===== src/rtl/module_program_loader.sv =====
// Boot-time program loader: parses a framed UART byte stream, writes
// little-endian 32-bit words to instruction RAM and holds the core in
// reset until a complete, checksum-valid image has been stored.
//
// state   | meaning
// --------+----------------------------------------------------------
// IDLE    | waiting for start byte 0xA5, other bytes ignored
// LEN_LO  | waiting for low byte of the word count
// LEN_HI  | waiting for high byte of the word count, range check
// DATA    | assembling payload bytes into words, one write per word
// CHECK   | waiting for the XOR checksum byte
// DONE    | image valid, core released, bytes ignored
// ERROR   | framing/length/checksum/timeout fault, core held in reset
module module_program_loader #(
    parameter int ADDR_WIDTH     = 10,
    parameter int TIMEOUT_CYCLES = 1_000_000
) (
    input  logic                  clk_i,
    input  logic                  rst_i,
    input  logic [7:0]            rx_data_i,
    input  logic                  rx_valid_i,
    input  logic                  load_req_i,
    output logic                  mem_we_o,
    output logic [ADDR_WIDTH-1:0] mem_addr_o,
    output logic [31:0]           mem_wdata_o,
    output logic                  cpu_rst_n_o,
    output logic                  busy_o,
    output logic                  done_o,
    output logic                  error_o
);

    typedef enum logic [2:0] {
        S_IDLE,
        S_LEN_LO,
        S_LEN_HI,
        S_DATA,
        S_CHECK,
        S_DONE,
        S_ERROR
    } state_t;

    localparam int TW = (TIMEOUT_CYCLES > 2) ? $clog2(TIMEOUT_CYCLES) : 1;
    // Timeout is a down-counter: loaded on every byte, error when it sits
    // at zero and still no byte arrives.
    localparam logic [TW-1:0]         TMO_LOAD = TW'(TIMEOUT_CYCLES - 1);
    localparam logic [TW-1:0]         TMO_ONE  = TW'(1);
    localparam logic [16:0]           CAPACITY = 17'(1) << ADDR_WIDTH;
    localparam logic [ADDR_WIDTH:0]   WIDX_ONE = (ADDR_WIDTH+1)'(1);
    localparam logic [7:0]            START_BYTE = 8'hA5;

    state_t                state_q, state_d;
    logic [7:0]            len_lo_q, len_lo_d;
    logic [ADDR_WIDTH:0]   len_q, len_d;
    logic [ADDR_WIDTH:0]   widx_q, widx_d;
    logic [1:0]            bcnt_q, bcnt_d;
    logic [23:0]           word_q, word_d;
    logic [7:0]            xor_q, xor_d;
    logic [TW-1:0]         tmo_q, tmo_d;
    logic                  we_q, we_d;
    logic [ADDR_WIDTH-1:0] addr_q, addr_d;
    logic [31:0]           wdata_q, wdata_d;
    logic                  cpu_rst_n_q, cpu_rst_n_d;
    logic                  busy_q, busy_d;
    logic                  done_q, done_d;
    logic                  error_q, error_d;

    logic [16:0]           len_rx;
    logic                  timed;
    logic                  busy_next;

    // Next-state, datapath and registered-output computation.
    always_comb begin
        state_d  = state_q;
        len_lo_d = len_lo_q;
        len_d    = len_q;
        widx_d   = widx_q;
        bcnt_d   = bcnt_q;
        word_d   = word_q;
        xor_d    = xor_q;
        tmo_d    = tmo_q;
        we_d     = 1'b0;
        addr_d   = addr_q;
        wdata_d  = wdata_q;
        len_rx   = {1'b0, rx_data_i, len_lo_q};
        timed    = (state_q == S_LEN_LO) || (state_q == S_LEN_HI) ||
                   (state_q == S_DATA)   || (state_q == S_CHECK);

        case (state_q)
            S_IDLE: begin
                if (rx_valid_i && (rx_data_i == START_BYTE)) begin
                    state_d = S_LEN_LO;
                    xor_d   = 8'h00;
                    bcnt_d  = 2'd0;
                    tmo_d   = TMO_LOAD;
                end
            end
            S_LEN_LO: begin
                if (rx_valid_i) begin
                    len_lo_d = rx_data_i;
                    state_d  = S_LEN_HI;
                end
            end
            S_LEN_HI: begin
                if (rx_valid_i) begin
                    len_d = len_rx[ADDR_WIDTH:0];
                    if (len_rx > CAPACITY) begin
                        state_d = S_ERROR;
                    end else if (len_rx == 17'd0) begin
                        state_d = S_CHECK;
                    end else begin
                        state_d = S_DATA;
                    end
                end
            end
            S_DATA: begin
                if (rx_valid_i) begin
                    xor_d  = xor_q ^ rx_data_i;
                    bcnt_d = bcnt_q + 2'd1;
                    case (bcnt_q)
                        2'd0: word_d[7:0]   = rx_data_i;
                        2'd1: word_d[15:8]  = rx_data_i;
                        2'd2: word_d[23:16] = rx_data_i;
                        default: begin
                            we_d    = 1'b1;
                            wdata_d = {rx_data_i, word_q};
                            addr_d  = widx_q[ADDR_WIDTH-1:0];
                            widx_d  = widx_q + WIDX_ONE;
                            if ((widx_q + WIDX_ONE) == len_q) begin
                                state_d = S_CHECK;
                            end
                        end
                    endcase
                end
            end
            S_CHECK: begin
                if (rx_valid_i) begin
                    state_d = (rx_data_i == xor_q) ? S_DONE : S_ERROR;
                end
            end
            S_DONE, S_ERROR: begin
                if (load_req_i) begin
                    state_d = S_IDLE;
                    widx_d  = '0;
                end
            end
            default: begin
                state_d = S_IDLE;
            end
        endcase

        if (timed) begin
            if (rx_valid_i) begin
                tmo_d = TMO_LOAD;
            end else if (tmo_q == '0) begin
                state_d = S_ERROR;
            end else begin
                tmo_d = tmo_q - TMO_ONE;
            end
        end

        busy_next   = (state_d == S_LEN_LO) || (state_d == S_LEN_HI) ||
                      (state_d == S_DATA)   || (state_d == S_CHECK);
        busy_d      = busy_next;
        done_d      = (state_d == S_DONE);
        error_d     = (state_d == S_ERROR);
        cpu_rst_n_d = (state_d == S_DONE);
    end

    // State, counters, accumulator and registered outputs.
    always_ff @(posedge clk_i or negedge rst_i) begin
        if (!rst_i) begin
            state_q     <= S_IDLE;
            len_lo_q    <= '0;
            len_q       <= '0;
            widx_q      <= '0;
            bcnt_q      <= '0;
            word_q      <= '0;
            xor_q       <= '0;
            tmo_q       <= '0;
            we_q        <= 1'b0;
            addr_q      <= '0;
            wdata_q     <= '0;
            cpu_rst_n_q <= 1'b0;
            busy_q      <= 1'b0;
            done_q      <= 1'b0;
            error_q     <= 1'b0;
        end else begin
            state_q     <= state_d;
            len_lo_q    <= len_lo_d;
            len_q       <= len_d;
            widx_q      <= widx_d;
            bcnt_q      <= bcnt_d;
            word_q      <= word_d;
            xor_q       <= xor_d;
            tmo_q       <= tmo_d;
            we_q        <= we_d;
            addr_q      <= addr_d;
            wdata_q     <= wdata_d;
            cpu_rst_n_q <= cpu_rst_n_d;
            busy_q      <= busy_d;
            done_q      <= done_d;
            error_q     <= error_d;
        end
    end

    assign mem_we_o    = we_q;
    assign mem_addr_o  = addr_q;
    assign mem_wdata_o = wdata_q;
    assign cpu_rst_n_o = cpu_rst_n_q;
    assign busy_o      = busy_q;
    assign done_o      = done_q;
    assign error_o     = error_q;

endmodule


===== config.mk =====
export PLATFORM = sky130hd
export DESIGN_NAME = module_program_loader
export DESIGN_NICKNAME = d
export VERILOG_FILES = /design/src/rtl/module_program_loader.sv
export SDC_FILE = /design/constraint.sdc
export NUM_CORES = 1
export LEC_CHECK = 0
export BUFFER_PORTS_ARGS = -buffer_cell sky130_fd_sc_hd__clkbuf_2
export CORE_MARGIN = 8
export CORE_UTILIZATION = 43
export CTS_BUF_LIST = sky130_fd_sc_hd__clkbuf_4
export CTS_CLUSTER_DIAMETER = 40
export DETAILED_ROUTE_END_ITERATION = 10
export HOLD_SLACK_MARGIN = 0.03
export PLACE_DENSITY_LB_ADDON = 0.25
export RECOVER_POWER = 50
export SYNTH_ARGS = -nofsm -noshare
export SYNTH_HDL_FRONTEND = slang
export SYNTH_SLANG_ARGS = --single-unit

===== constraint.sdc =====
create_clock -name clk_i -period 3.3 [get_ports clk_i]
set_input_delay 0.495 -clock clk_i [delete_from_list [all_inputs] [get_ports clk_i]]
set_output_delay 0.495 -clock clk_i [all_outputs]
set_load 0.05 [all_outputs]

# After elaboration in Yosys (flattened, before gate mapping)
# Cells that the tools add are included.
[totals]
out_inout_bits = 47
ff_bits = 133
elab_cells = 99
[classes]
eq_ne = 21
reduce_logical = 23
bitwise = 2
n_mux = 33
n_addsub = 3
order_cmp = 1
[ops]
columns = ["operator", "n"]
rows = [
  ["$mux W20", 5],
  ["$mux W3", 13],
  ["$mux W11", 3],
  ["$pmux W11 S2", 1],
  ["$logic_not A20 Y1", 1],
  ["$sub A20 B1 Y20 const B", 1],
  ["$eq A3 B3 Y1 const B", 6],
  ["$pmux W3 S6", 1],
  ["$gt A16 B11 Y1 const B", 1],
  ["$logic_not A16 Y1", 1],
  ["$mux W8", 2],
  ["$pmux W8 S2", 1],
  ["$reduce_and A3 Y1", 5],
  ["$eq A3 B2 Y1 const B", 4],
  ["$add A11 B1 Y11 const B", 1],
  ["$eq A11 B11 Y1", 1],
  ["$eq A8 B8 Y1", 1],
  ["$eq A8 B8 Y1 const B", 1],
  ["$ne A2 B2 Y1 const B", 4],
  ["$xor A8 B8 Y8", 1],
  ["$eq A3 B1 Y1 const B", 2],
  ["$logic_or A1 B1 Y1", 6],
  ["$mux W2", 3],
  ["$pmux W2 S2", 1],
  ["other kinds (13)", 17],
]

# Logic depth before layout (Yosys ltp)
# Gate-level depths: netlist of the first run.
[logic_depth]
depth_word = 13
depth_mapped = 10

# Least setup slack after synthesis of the first run
# OpenSTA, ideal clock, no wires.
[synth_path]
path_type = "input to register"
start = "input port rx_data_i[4]"
end = "register busy_q, in the netlist busy_o"
path_slack_ns = 0.776
arrival_time_ns = 2.444
cell_stages = 8
required_ns = 3.221
path_cell_list = "buf_4 -> or3_4 -> or3_1 -> o41ai_2 -> o31ai_1 -> or3_4 -> a211oi_2 -> mux2i_1"
[synth_between]
elab_chain_cells = 12
[synth_lines]
columns = ["element", "line_no", "source"]
rows = [
  ["start, declared", "20", "input logic [7:0] rx_data_i,"],
  ["parallel branches: the longest is 4 deep, another holds $gt A16 B11 Y1", "--", ""],
  ["$pmux W3 S6 (*)", "88", "case (state_q)"],
  ["$mux W3", "154", "end else if (tmo_q == '0) begin"],
  ["$mux W3", "152", "if (rx_valid_i) begin"],
  ["$mux W3 (*)", "151", "if (timed) begin"],
  ["$eq A3 B1 Y1 or $eq A3 B2 Y1 (tied branches)", "161", "busy_next = (state_d == S_LEN_LO) || (state_d == S_LEN_HI) ||"],
  ["$logic_or A1 B1 Y1 (2 in series)", "161", ""],
  ["$logic_or A1 B1 Y1 (*)", "162", "(state_d == S_DATA) || (state_d == S_CHECK);"],
  ["via busy_d", "63", "logic busy_q, busy_d;"],
  ["end signal, assigned", "200", "busy_q <= busy_d;"],
  ["end, declared", "63", ""],
]
# Mark *: on every way through the listed nets, which the timed path passes.
# A chain may end at the register's enable or synchronous reset.

# Final worst setup path of the first run
[layout_path]
start = "register widx_q[0]"
end = "register busy_q, in the netlist busy_o"
[layout_between]
elab_chain_cells = 13
[layout_lines]
columns = ["element", "line_no", "source"]
rows = [
  ["start, declared", "54", "logic [ADDR_WIDTH:0] widx_q, widx_d;"],
  ["start signal, assigned", "191", "widx_q <= widx_d;"],
  ["$add A11 B1 Y11 (*)", "128", "if ((widx_q + WIDX_ONE) == len_q) begin"],
  ["$eq A11 B11 Y1 (*)", "128", ""],
  ["$mux W3 (*)", "128", ""],
  ["$mux W3 (*)", "119", "case (bcnt_q)"],
  ["$mux W3 (*)", "116", "if (rx_valid_i) begin"],
  ["$pmux W3 S6 (*)", "88", ""],
  ["$mux W3", "154", ""],
  ["$mux W3", "152", ""],
  ["$mux W3 (*)", "151", ""],
  ["$eq A3 B1 Y1 or $eq A3 B2 Y1 (tied branches)", "161", ""],
  ["$logic_or A1 B1 Y1 (2 in series)", "161", ""],
  ["$logic_or A1 B1 Y1 (*)", "162", ""],
  ["via busy_d", "63", ""],
]
# The timed path passes the listed nets; every way through them passes the cells marked *.

==> results of run 1 <==
[power by group through the flow]
stage	combinational, uW	sequential [uW]	clock (uW)
after floorplan	776	1960	0
after global placement	1060	1970	0
after detailed placement	1080	1980	0
after CTS	1090	1940	1020
after global routing	1200	1970	1090
final	1080	1940	988
[final cells by class]
type / instances / area, um^2 / share of cell area
Clock inverter: 13 / 109 / 0.0155
Multi-Input combinational cell: 446 / 2820 / 0.401
Antenna cell: 1 / 2.50 / 0.000356
Sequential cell: 133 / 3330 / 0.474
Timing Repair Buffer: 71 / 367 / 0.0522
Inverter: 10 / 37.5 / 0.00534
Tap cell: 184 / 230 / 0.0328
Clock buffer: 18 / 135 / 0.0192
[cells in the mapped netlist (all sizes together), types with 8 or more instances]
cell    count  area (um^2)
dfrtp     133         3330
nand2     130          488
o21ai      47          235
nor2       45          169
clkbuf     23         86.3
nor3       18         95.1
nand3       9         50.1
buf         8         52.5
nor4        8         65.1
a21oi      13         65.1
mux2       62          698
inv        10         37.5
xnor2      20          175
[layout by cell type, fill, tap and decap left out, drive strengths merged, types with 2 or more instances in the layout]
master and count:
a211oi 2, a21oi 13, a22o 3, a31oi 3, and2 3, and3 7, buf 11, clkbuf 78
clkinv 9, dfrtp 133, ha 6, inv 12, mux2 62, mux2i 2, nand2 130, nand2b 5
nand3 9, nand4 7, nor2 45, nor2b 4, nor3 18, nor3b 2, nor4 8, o211ai 2
o21ai 47, o311ai 2, o31ai 7, o41ai 4, or2 3, or3 7, or4 3, xnor2 20
xor2 5
[stage by stage]
step / std cells / hold WS (ns) / instance area [um^2] / setup WS (ns) / util
finish: 876 / 0.285 / 7030 / 0.553 / 0.487
global route: 876 / 0.273 / 7030 / 0.358 / 0.487
CTS: 875 / 0.0484 / 7070 / 0.604 / 0.490
detailed placement: 844 / 0.451 / 6830 / 0.573 / 0.473
global placement: 844 / 0.446 / 6830 / 0.610 / 0.473
floorplan: 620 / 0.199 / 6320 / 0.776 / -
[metal layers]
| layer | routed length, um | global-route usage |
|---|---|---|
| met2 | 6880 | 0.261 |
| met1 | 6770 | 0.211 |
| met5 | 0 | 0 |
| met4 | 126 | 0.0483 |
| met3 | 679 | 0.0478 |
[worst min-delay path, stage by stage]
cell and delay [ns]:
clkbuf_2 0.17, nand2_1 0.09, o21ai_0 0.07
[how the worst min path moves through the flow]
stage                      end  cells past startpoint
6_report              xor_q[4]                      3
5_1_grt               xor_q[4]                      3
4_1_cts               mem_we_o                      1
3_5_place_dp   mem_wdata_o[13]                      2
3_3_place_gp   mem_wdata_o[18]                      2
2_1_floorplan        bcnt_q[0]                      0
[cells by family after synthesis]
kind of cell,count (synthesis),share of synthesized area
and+or+nand+nor,255,0.188
adders and majority gates,6,0.0119
AOI/OAI and AO/OA,96,0.0974
buffers and inverters,41,0.0279
xor gates and xnor gates,25,0.0347
DFF,133,0.527
muxes,64,0.114
[registers in the layout, summed over array words and instances, names as in the netlist]
name and count:
error_o 1, len_q 11, tmo_q 20, mem_we_o 1
mem_addr_o 10, xor_q 8, state_q 3, widx_q 11
bcnt_q 2, done_o 1, len_lo_q 8, word_q 24
busy_o 1, mem_wdata_o 32
==> flow_summary_export.csv, run 1 <==
group,metric,value,unit
run_status,outcome,"finished, violations left",
run_status,violations,"max-capacitance violations, max-slew violations",
clock_tree,cts_buffers,17,
critical_path,cp-start-kind,"flip-flop",
critical_path,crit_fanout,7,
logic_synthesis,async_reset_ff_frac,1.00,
clock_tree,numClockSinks,133,
logic_synthesis,synth_fp_nets,638,
detailed_routing,wl_per_cell,16.5,um
grt,grt_max_degree,65,
clock_tree,cts_resized,0,
critical_path,reg2reg_depth,8,
critical_path,crit_type,"reg2reg",
grt,grt_pass1_wl,24.3,mm
clock_tree,cts.clk_slew.worst_paths,0.13,ns
critical_path,slowest_delay,0.48,ns
critical_path,cp-end-kind,"flip-flop",
placed_design,gp_congestion,0.871,
detailed_routing,drt_iter0_markers,379,
critical_path,cp_cell_sequence,"ha_1 -> xor2_1 -> a2111oi_0 -> o221ai_1 -> or3_1 -> or2_0 -> a211oi_2 -> mux2i_1",
sta,slew_violations,65,
logic_synthesis,synth-edff-count,0,
clock_tree,root_buffer,"clkbuf_4",
worst_hold_path,min_path_type,"in2reg",
sta,finalSetupTns,0,ns
logic_synthesis,netlist_area,0.00632,mm^2
logic_synthesis,avgSynthCellArea,10.2,um^2
floorplanning,rows,44,
power_and_ir_drop,power,4010,uW
cells_and_area,fillers,1361,
sta,setup_viol,0,
critical_path,slowest_stage,"dfrtp_1",
sta,clock_skew,0.0234,ns
floorplanning,boundaryPins,59,
logic_synthesis,ys.flop_type,"dfrtp_1",
clock_tree,h-tree-depth,4,
power_and_ir_drop,power_density,571,mW/mm^2
critical_path,crit_family,"compound AO/OA/AOI/OAI gates",
clock_tree,post_cts_buffers,0,
power_and_ir_drop,peakVddDrop,0.000296,V
floorplanning,design.die.area,0.0188,mm^2
detailed_routing,routed_via_density,5.45,
power_and_ir_drop,clkPwrFrac,0.246,
logic_synthesis,ys_seq_area_frac,0.527,
sta,max_slew_margin,-0.0696,
floorplanning,die_x,137,um
power_and_ir_drop,comb_power_share,0.270,
clock_tree,postCtsHoldBufs,0,
logic_synthesis,yosys_warnings,0,
critical_path,cp.depth,8,
critical_path,worstPathArrival,3.22,ns
placed_design,portBuffers,58,
power_and_ir_drop,p_int,2610,uW
detailed_routing,vias,4774,
power_and_ir_drop,power_switching,1400,uW
critical_path,startpoint,"widx_q[0]",
critical_path,required,3.78,ns
power_and_ir_drop,leakage,0.00329,uW
logic_synthesis,ys_ff_latch,133,
critical_path,r2r_start,"widx_q[0]",
sta,post-route-period-util,0.832,
sta,period_needed,2.75,ns
logic_synthesis,syn_inst,620,
grt,grt.overflow.total,0,
grt,antenna_found_initial,1,
sta,max_freq,364,MHz
placed_design,hpwl,9.86,mm
clock_tree,cts.path.max_buffers,2,
detailed_routing,dr.pass1.iters,5,
power_and_ir_drop,swShare,0.349,
floorplanning,dieHeight,137,um
clock_tree,tritoncts,"yes",
critical_path,crit_end,"busy_o",
detailed_routing,drcViolationCount,0,
cells_and_area,final_layout_size_suffix_gt1_frac,0.223,
sta,hold_viol,0,
grt,grt_pass1_vias,4834,
cells_and_area,nNetsFinal,697,
sta,rsz0062_at_grt,"no",
critical_path,worstReg2RegEnd,"busy_o",
critical_path,ff2ff_setup_slack,0.55,ns
power_and_ir_drop,power_frac_seq,0.484,
detailed_routing,routed_wl,14.5,mm
floorplanning,start_util,0.438,
grt,grtUsageTotal,0.164,
worst_hold_path,worstHoldStart,"rx_data_i[4]",
clock_tree,clk_latency,0.56,ns
sta,worst_pin_slew,1.60,ns
logic_synthesis,ys_types,63,
detailed_routing,drtAntennaViolNets,0,
floorplanning,core_area,0.0144,mm^2
flow_run,cap_violations,2,
critical_path,crit_buf_inv,0,
cells_and_area,syn_to_final_growth,11.2,%
Note: power is estimated with default switching activity, not from simulation.
==> run 2, diff against run 1 <==
==> constraint.sdc (replaced) <==
create_clock -name clk_i -period 2.6 [get_ports clk_i]
set_input_delay 0.39 -clock clk_i [delete_from_list [all_inputs] [get_ports clk_i]]
set_output_delay 0.39 -clock clk_i [all_outputs]
set_load 0.05 [all_outputs]
==> run 2 against run 1 <==
Effect of this change:
- the flow now finishes without violations
- sequential cell count unchanged
- maximum frequency up 13%
- cell area up 2.8%
- hold slack got worse by 0.11 ns
- global-route usage increased by 0.37 points
- clock skew is 0.0070 ns lower
- critical endpoint unchanged
- largest cell class unchanged
==> flow_summary_export.csv, run 2 (synthesized netlist as in run 1, its figures left out) <==
group,metric,value,unit
power_and_ir_drop,power_switching,1790,uW
clock_tree,root_buffer,"clkbuf_4",
cells_and_area,regArea,0.00333,mm^2
grt,grt_pass1_wl,24.9,mm
detailed_routing,routed_via_density,5.34,
critical_path,worstPathArrival,2.89,ns
grt,grt.overflow.total,0,
power_and_ir_drop,clkPwrFrac,0.263,
clock_tree,cts_buffers,17,
sta,max_freq,413,MHz
cells_and_area,mostFrequentLayoutCell,"dfrtp_1",
placed_design,portBuffers,58,
floorplanning,start_util,0.438,
cells_and_area,nNetsFinal,716,
grt,grt_max_degree,52,
detailed_routing,wl_per_cell,16.4,um
worst_hold_path,min_path_type,"in2reg",
sta,worst_pin_slew,1.06,ns
sta,max_slew_margin,0.293,
sta,setup_viol,0,
sta,clock_skew,0.0164,ns
critical_path,slowest_stage,"dfrtp_1",
power_and_ir_drop,power_density,722,mW/mm^2
clock_tree,cts.path.max_buffers,2,
floorplanning,die_x,137,um
floorplanning,core_area,0.0144,mm^2
power_and_ir_drop,power_frac_seq,0.473,
run_status,outcome,"complete, no violations",
critical_path,required,3.07,ns
floorplanning,rows,44,
detailed_routing,routed_wl,14.7,mm
clock_tree,numClockSinks,133,
sta,post-route-period-util,0.932,
critical_path,cp-end-kind,"flip-flop",
critical_path,crit_type,"reg2reg",
detailed_routing,dr.pass1.iters,5,
detailed_routing,drt_iter0_markers,335,
critical_path,cp-start-kind,"flip-flop",
cells_and_area,largest_reg_flops,32,
power_and_ir_drop,power,5210,uW
clock_tree,h-tree-depth,4,
grt,grtUsageTotal,0.167,
detailed_routing,vias,4784,
power_and_ir_drop,swShare,0.342,
cells_and_area,final_layout_size_suffix_gt1_frac,0.253,
cells_and_area,multi_input_comb_area,0.00284,mm^2
sta,rsz0062_at_grt,"no",
critical_path,slowest_delay,0.41,ns
floorplanning,boundaryPins,59,
clock_tree,cts.clk_slew.worst_paths,0.12,ns
sta,hold_viol,0,
placed_design,gp_congestion,0.882,
detailed_routing,drcViolationCount,0,
sta,slew_violations,0,
power_and_ir_drop,p_int,3430,uW
power_and_ir_drop,comb_power_share,0.264,
critical_path,cp_cell_sequence,"ha_2 -> xor2_1 -> a2111oi_2 -> o221ai_1 -> or3_1 -> or2_4 -> a211oi_2 -> mux2i_1",
power_and_ir_drop,leakage,0.00339,uW
cells_and_area,syn_to_final_growth,14.3,%
critical_path,crit_fanout,3,
grt,grt_pass1_vias,4959,
sta,finalSetupTns,0,ns
detailed_routing,drtAntennaViolNets,0,
power_and_ir_drop,peakVddDrop,0.000348,V
cells_and_area,final_cell_mix,"133 x dfrtp_1, 129 x nand2_1, 61 x mux2_2",
clock_tree,clk_latency,0.53,ns
clock_tree,tritoncts,"yes",
clock_tree,post_cts_buffers,0,
grt,antenna_found_initial,1,
placed_design,hpwl,10.4,mm
sta,period_needed,2.42,ns
flow_run,cap_violations,0,
floorplanning,design.die.area,0.0188,mm^2
cells_and_area,fillers,1376,
floorplanning,dieHeight,137,um
[run 2: cell types whose count changed in the layout (fill, tap and decap cells not counted), sizes merged]
cell         previous run  this run
clkinv                  9         6
inv                    12        14
bufinv                  1         2
buf                    11        29
dlygate4sd3             0         1
clkinvlp                1         3
clkbuf                 78        77
[run 2: power by group through the flow]
stage / Sequential (uW) / Combinational [uW] / Clock [uW]
3_3_place_gp: 2500 / 1350 / 0
2_1_floorplan: 2490 / 985 / 0
3_5_place_dp: 2500 / 1380 / 0
5_1_grt: 2500 / 1540 / 1510
4_1_cts: 2460 / 1380 / 1430
6_report: 2470 / 1370 / 1370
[run 2: timing repair]
action | in CTS | in global routing
hold endpoints to repair | 43 | 0
resized for setup | 1 | 6
endpoints found under the setup margin | 1 | 3
pin swaps | 0 | 0
hold buffers | 1 | 0
[run 2: final timing paths]
check                             start         endpoint  slack [ns]  cells past startpoint
max                           widx_q[0]           busy_o        0.18                      8
min                        rx_data_i[5]      len_lo_q[5]        0.17                      2
max reg2reg                   widx_q[0]           busy_o        0.18                      8
min reg2reg                  word_q[21]  mem_wdata_o[21]        0.48                      2
max in group asynchronous         rst_i        tmo_q[12]        0.47                      3
min in group asynchronous         rst_i   mem_wdata_o[5]        0.59                      2
[run 2: final cells by class]
type                    instances  share of cell area
inverters                      10             0.00520
diodes                          1            0.000346
repair buffers                 90              0.0696
multi-input cells             446               0.393
clock buffers                  17              0.0177
flip-flops and latches        133               0.461
clock inverters                15              0.0213
well taps                     184              0.0319
[run 2: worst max-delay path, delay by kind of cell, from the launching register on]
| family | cells | cell delay (ns) |
|---|---|---|
| AO/OA/AOI/OAI | 3 | 0.60 |
| XOR/XNOR | 1 | 0.18 |
| flip-flops | 1 | 0.41 |
| AND/OR/NAND/NOR | 2 | 0.67 |
| multiplexers | 1 | 0.20 |
| adder cells (fa/ha/maj) | 1 | 0.29 |
[run 2: stage by stage]
step	hold WS [ns]	cells	util	worst slack [ns]	area [um^2]
after CTS	0.126	895	0.503	0.0268	7260
after detailed placement	0.440	862	0.483	0.00519	6960
after global placement	0.425	862	0.483	0.0714	6960
after floorplan	0.0944	620	-	0.155	6320
final	0.171	896	0.501	0.176	7220
after global routing	0.116	896	0.501	0.0128	7220
[run 2: per-layer routing]
metal / up-vias / track usage / wire length, um
li1: 2309 / - / -
met1: 2365 / 0.216 / 6820
met4: 0 / 0.0519 / 114
met3: 9 / 0.0470 / 634
met2: 101 / 0.266 / 7090
met5: - / 0 / 0
==> run 3, diff against run 2 <==
==> constraint.sdc (replaced) <==
create_clock -name clk_i -period 2.85 [get_ports clk_i]
set_input_delay 0.4275 -clock clk_i [delete_from_list [all_inputs] [get_ports clk_i]]
set_output_delay 0.4275 -clock clk_i [all_outputs]
set_load 0.05 [all_outputs]
==> run 3 against run 2 <==
Effect of this change:
- the run now ends with max-capacitance violations, max-slew violations left
- sequential share of layout area is 0.69 points higher
- clock power is 18% lower
- critical endpoint unchanged
- clock skew fell by 0.0020 ns
- count of clock-buffer cells in the layout grew 3
- hold slack improved by 0.057 ns
==> flow_summary_export.csv, run 3 (synthesized netlist as in run 1, its figures left out) <==
group,metric,value,unit
clock_tree,tritoncts,"yes",
detailed_routing,wl_per_cell,16.8,um
placed_design,dpl_cell_area,0.00690,mm^2
grt,grt_pass1_vias,4801,
worst_hold_path,min_path_type,"in2reg",
critical_path,cp_cell_sequence,"ha_1 -> xor2_1 -> a2111oi_1 -> o221ai_1 -> or3_1 -> or2_0 -> a211oi_2 -> mux2i_1",
sta,slew_violations,36,
placed_design,gp_congestion,0.832,
clock_tree,root_buffer,"clkbuf_4",
detailed_routing,vias,4835,
sta,finalSetupTns,0,ns
worst_hold_path,hold_end,"xor_q[2]",
power_and_ir_drop,comb_power_share,0.276,
grt,grt_pass1_wl,24.5,mm
power_and_ir_drop,power_density,656,mW/mm^2
detailed_routing,routed_via_density,5.45,
power_and_ir_drop,swShare,0.345,
critical_path,cp-start-kind,"flip-flop",
critical_path,r2r_start,"widx_q[1]",
floorplanning,dieHeight,137,um
critical_path,slowest_delay,0.44,ns
floorplanning,core_area,0.0144,mm^2
detailed_routing,drtAntennaViolNets,0,
floorplanning,die_x,137,um
critical_path,ff2ff_setup_slack,0.14,ns
power_and_ir_drop,peakVddDrop,0.000356,V
clock_tree,cts.clk_slew.worst_paths,0.11,ns
cells_and_area,nNetsFinal,709,
cells_and_area,final_layout_size_suffix_gt1_frac,0.235,
grt,grt.overflow.total,0,
floorplanning,design.die.area,0.0188,mm^2
sta,post-route-period-util,0.950,
grt,antenna_found_initial,1,
sta,rsz0062_at_grt,"no",
critical_path,slowest_stage,"dfrtp_1",
clock_tree,clk_latency,0.56,ns
run_status,outcome,"finished, violations left",
detailed_routing,drcViolationCount,0,
critical_path,reg2reg_depth,8,
power_and_ir_drop,power_frac_seq,0.481,
sta,worst_pin_slew,2.13,ns
critical_path,cp-end-kind,"flip-flop",
critical_path,required,3.33,ns
cells_and_area,fin_area,0.00712,mm^2
power_and_ir_drop,power,4670,uW
placed_design,hpwl,10.4,mm
sta,period_needed,2.71,ns
sta,setup_viol,0,
grt,grt_max_degree,54,
detailed_routing,drt_iter0_markers,388,
power_and_ir_drop,leakage,0.00335,uW
floorplanning,boundaryPins,59,
sta,clock_skew,0.0144,ns
power_and_ir_drop,p_int,3060,uW
run_status,violations,"max-capacitance violations, max-slew violations",
floorplanning,rows,44,
critical_path,worstPathArrival,3.19,ns
detailed_routing,routed_wl,14.9,mm
critical_path,crit_fanout,5,
cells_and_area,largest_reg_flops,32,
critical_path,worstReg2RegEnd,"busy_o",
sta,max_freq,369,MHz
grt,grtUsageTotal,0.167,
cells_and_area,final_cell_mix,"133 x dfrtp_1, 129 x nand2_1, 61 x mux2_2",
floorplanning,start_util,0.438,
worst_hold_path,holdPathStages,3,
clock_tree,cts_buffers,17,
critical_path,crit_type,"reg2reg",
flow_run,cap_violations,1,
clock_tree,numClockSinks,133,
power_and_ir_drop,clkPwrFrac,0.243,
power_and_ir_drop,power_switching,1610,uW
placed_design,portBuffers,58,
clock_tree,h-tree-depth,4,
cells_and_area,syn_to_final_growth,12.6,%
sta,max_slew_margin,-0.419,
sta,hold_viol,0,
clock_tree,cts.path.max_buffers,2,
worst_hold_path,worstHoldStart,"rx_data_i[2]",
detailed_routing,dr.pass1.iters,7,
cells_and_area,fillers,1353,
cells_and_area,mostFrequentLayoutCell,"dfrtp_1",
-- run 3: through the flow --
step | std cells | setup slack, ns | hold WS, ns | util
3_5_place_dp | 855 | 0.138 | 0.441 | 0.478
3_3_place_gp | 855 | 0.309 | 0.428 | 0.478
4_1_cts | 886 | 0.104 | 0.195 | 0.495
2_1_floorplan | 620 | 0.394 | 0.132 | -
5_1_grt | 887 | 0.0425 | 0.219 | 0.493
6_report | 887 | 0.143 | 0.227 | 0.493
-- run 3: what timing repair did --
action / 4_1_cts / 5_1_grt
hold buffers: 1 / 0
setup endpoints to repair: 0 / 1
setup buffers: 0 / 0
hold endpoints to repair: 33 / 0
resized for setup: 0 / 1
-- run 3: area by class of cell --
cell class / instances / area [um^2] / share of cell area
antenna: 1 / 2.50 / 0.000352
clock buffer: 20 / 150 / 0.0211
clock inverter: 10 / 86.3 / 0.0121
inverter: 10 / 37.5 / 0.00527
multi-input combinational: 446 / 2820 / 0.396
sequential: 133 / 3330 / 0.468
tap: 184 / 230 / 0.0323
timing repair buffer: 83 / 464 / 0.0652
-- run 3: how the worst max path moves through the flow --
stage	endpoint	start	slack (ns)	depth (start not counted)
2_1_floorplan	busy_o	rx_data_i[4]	0.39	8
3_3_place_gp	busy_o	rx_data_i[6]	0.31	8
3_5_place_dp	busy_o	widx_q[1]	0.14	8
4_1_cts	busy_o	widx_q[1]	0.10	8
5_1_grt	busy_o	widx_q[1]	0.04	8
6_report	busy_o	widx_q[1]	0.14	8
-- run 3: critical path, delay by kind of cell (launching register included) --
family                   cells  cell delay [ns]
AO/OA/AOI/OAI                3             0.82
XOR/XNOR                     1             0.17
adder cells (fa/ha/maj)      1             0.32
flip-flops                   1             0.44
multiplexers                 1             0.20
AND/OR/NAND/NOR              2             0.69
-- run 3: power groups by stage --
stage / clock network (uW) / logic [uW] / registers [uW]
global route: 1250 / 1410 / 2280
finish: 1130 / 1290 / 2250
CTS: 1170 / 1280 / 2250
floorplan: 0 / 898 / 2270
detailed placement: 0 / 1270 / 2290
global placement: 0 / 1230 / 2280
-- run 3: per-layer routing --
layer	wire length, um	vias up	part of all wire	global-route usage
met5	0	-	0	0
met4	176	0	0.012	0.0561
met3	749	15	0.050	0.0478
met2	7210	131	0.48	0.265
met1	6780	2401	0.45	0.215
li1	-	2288	-	-
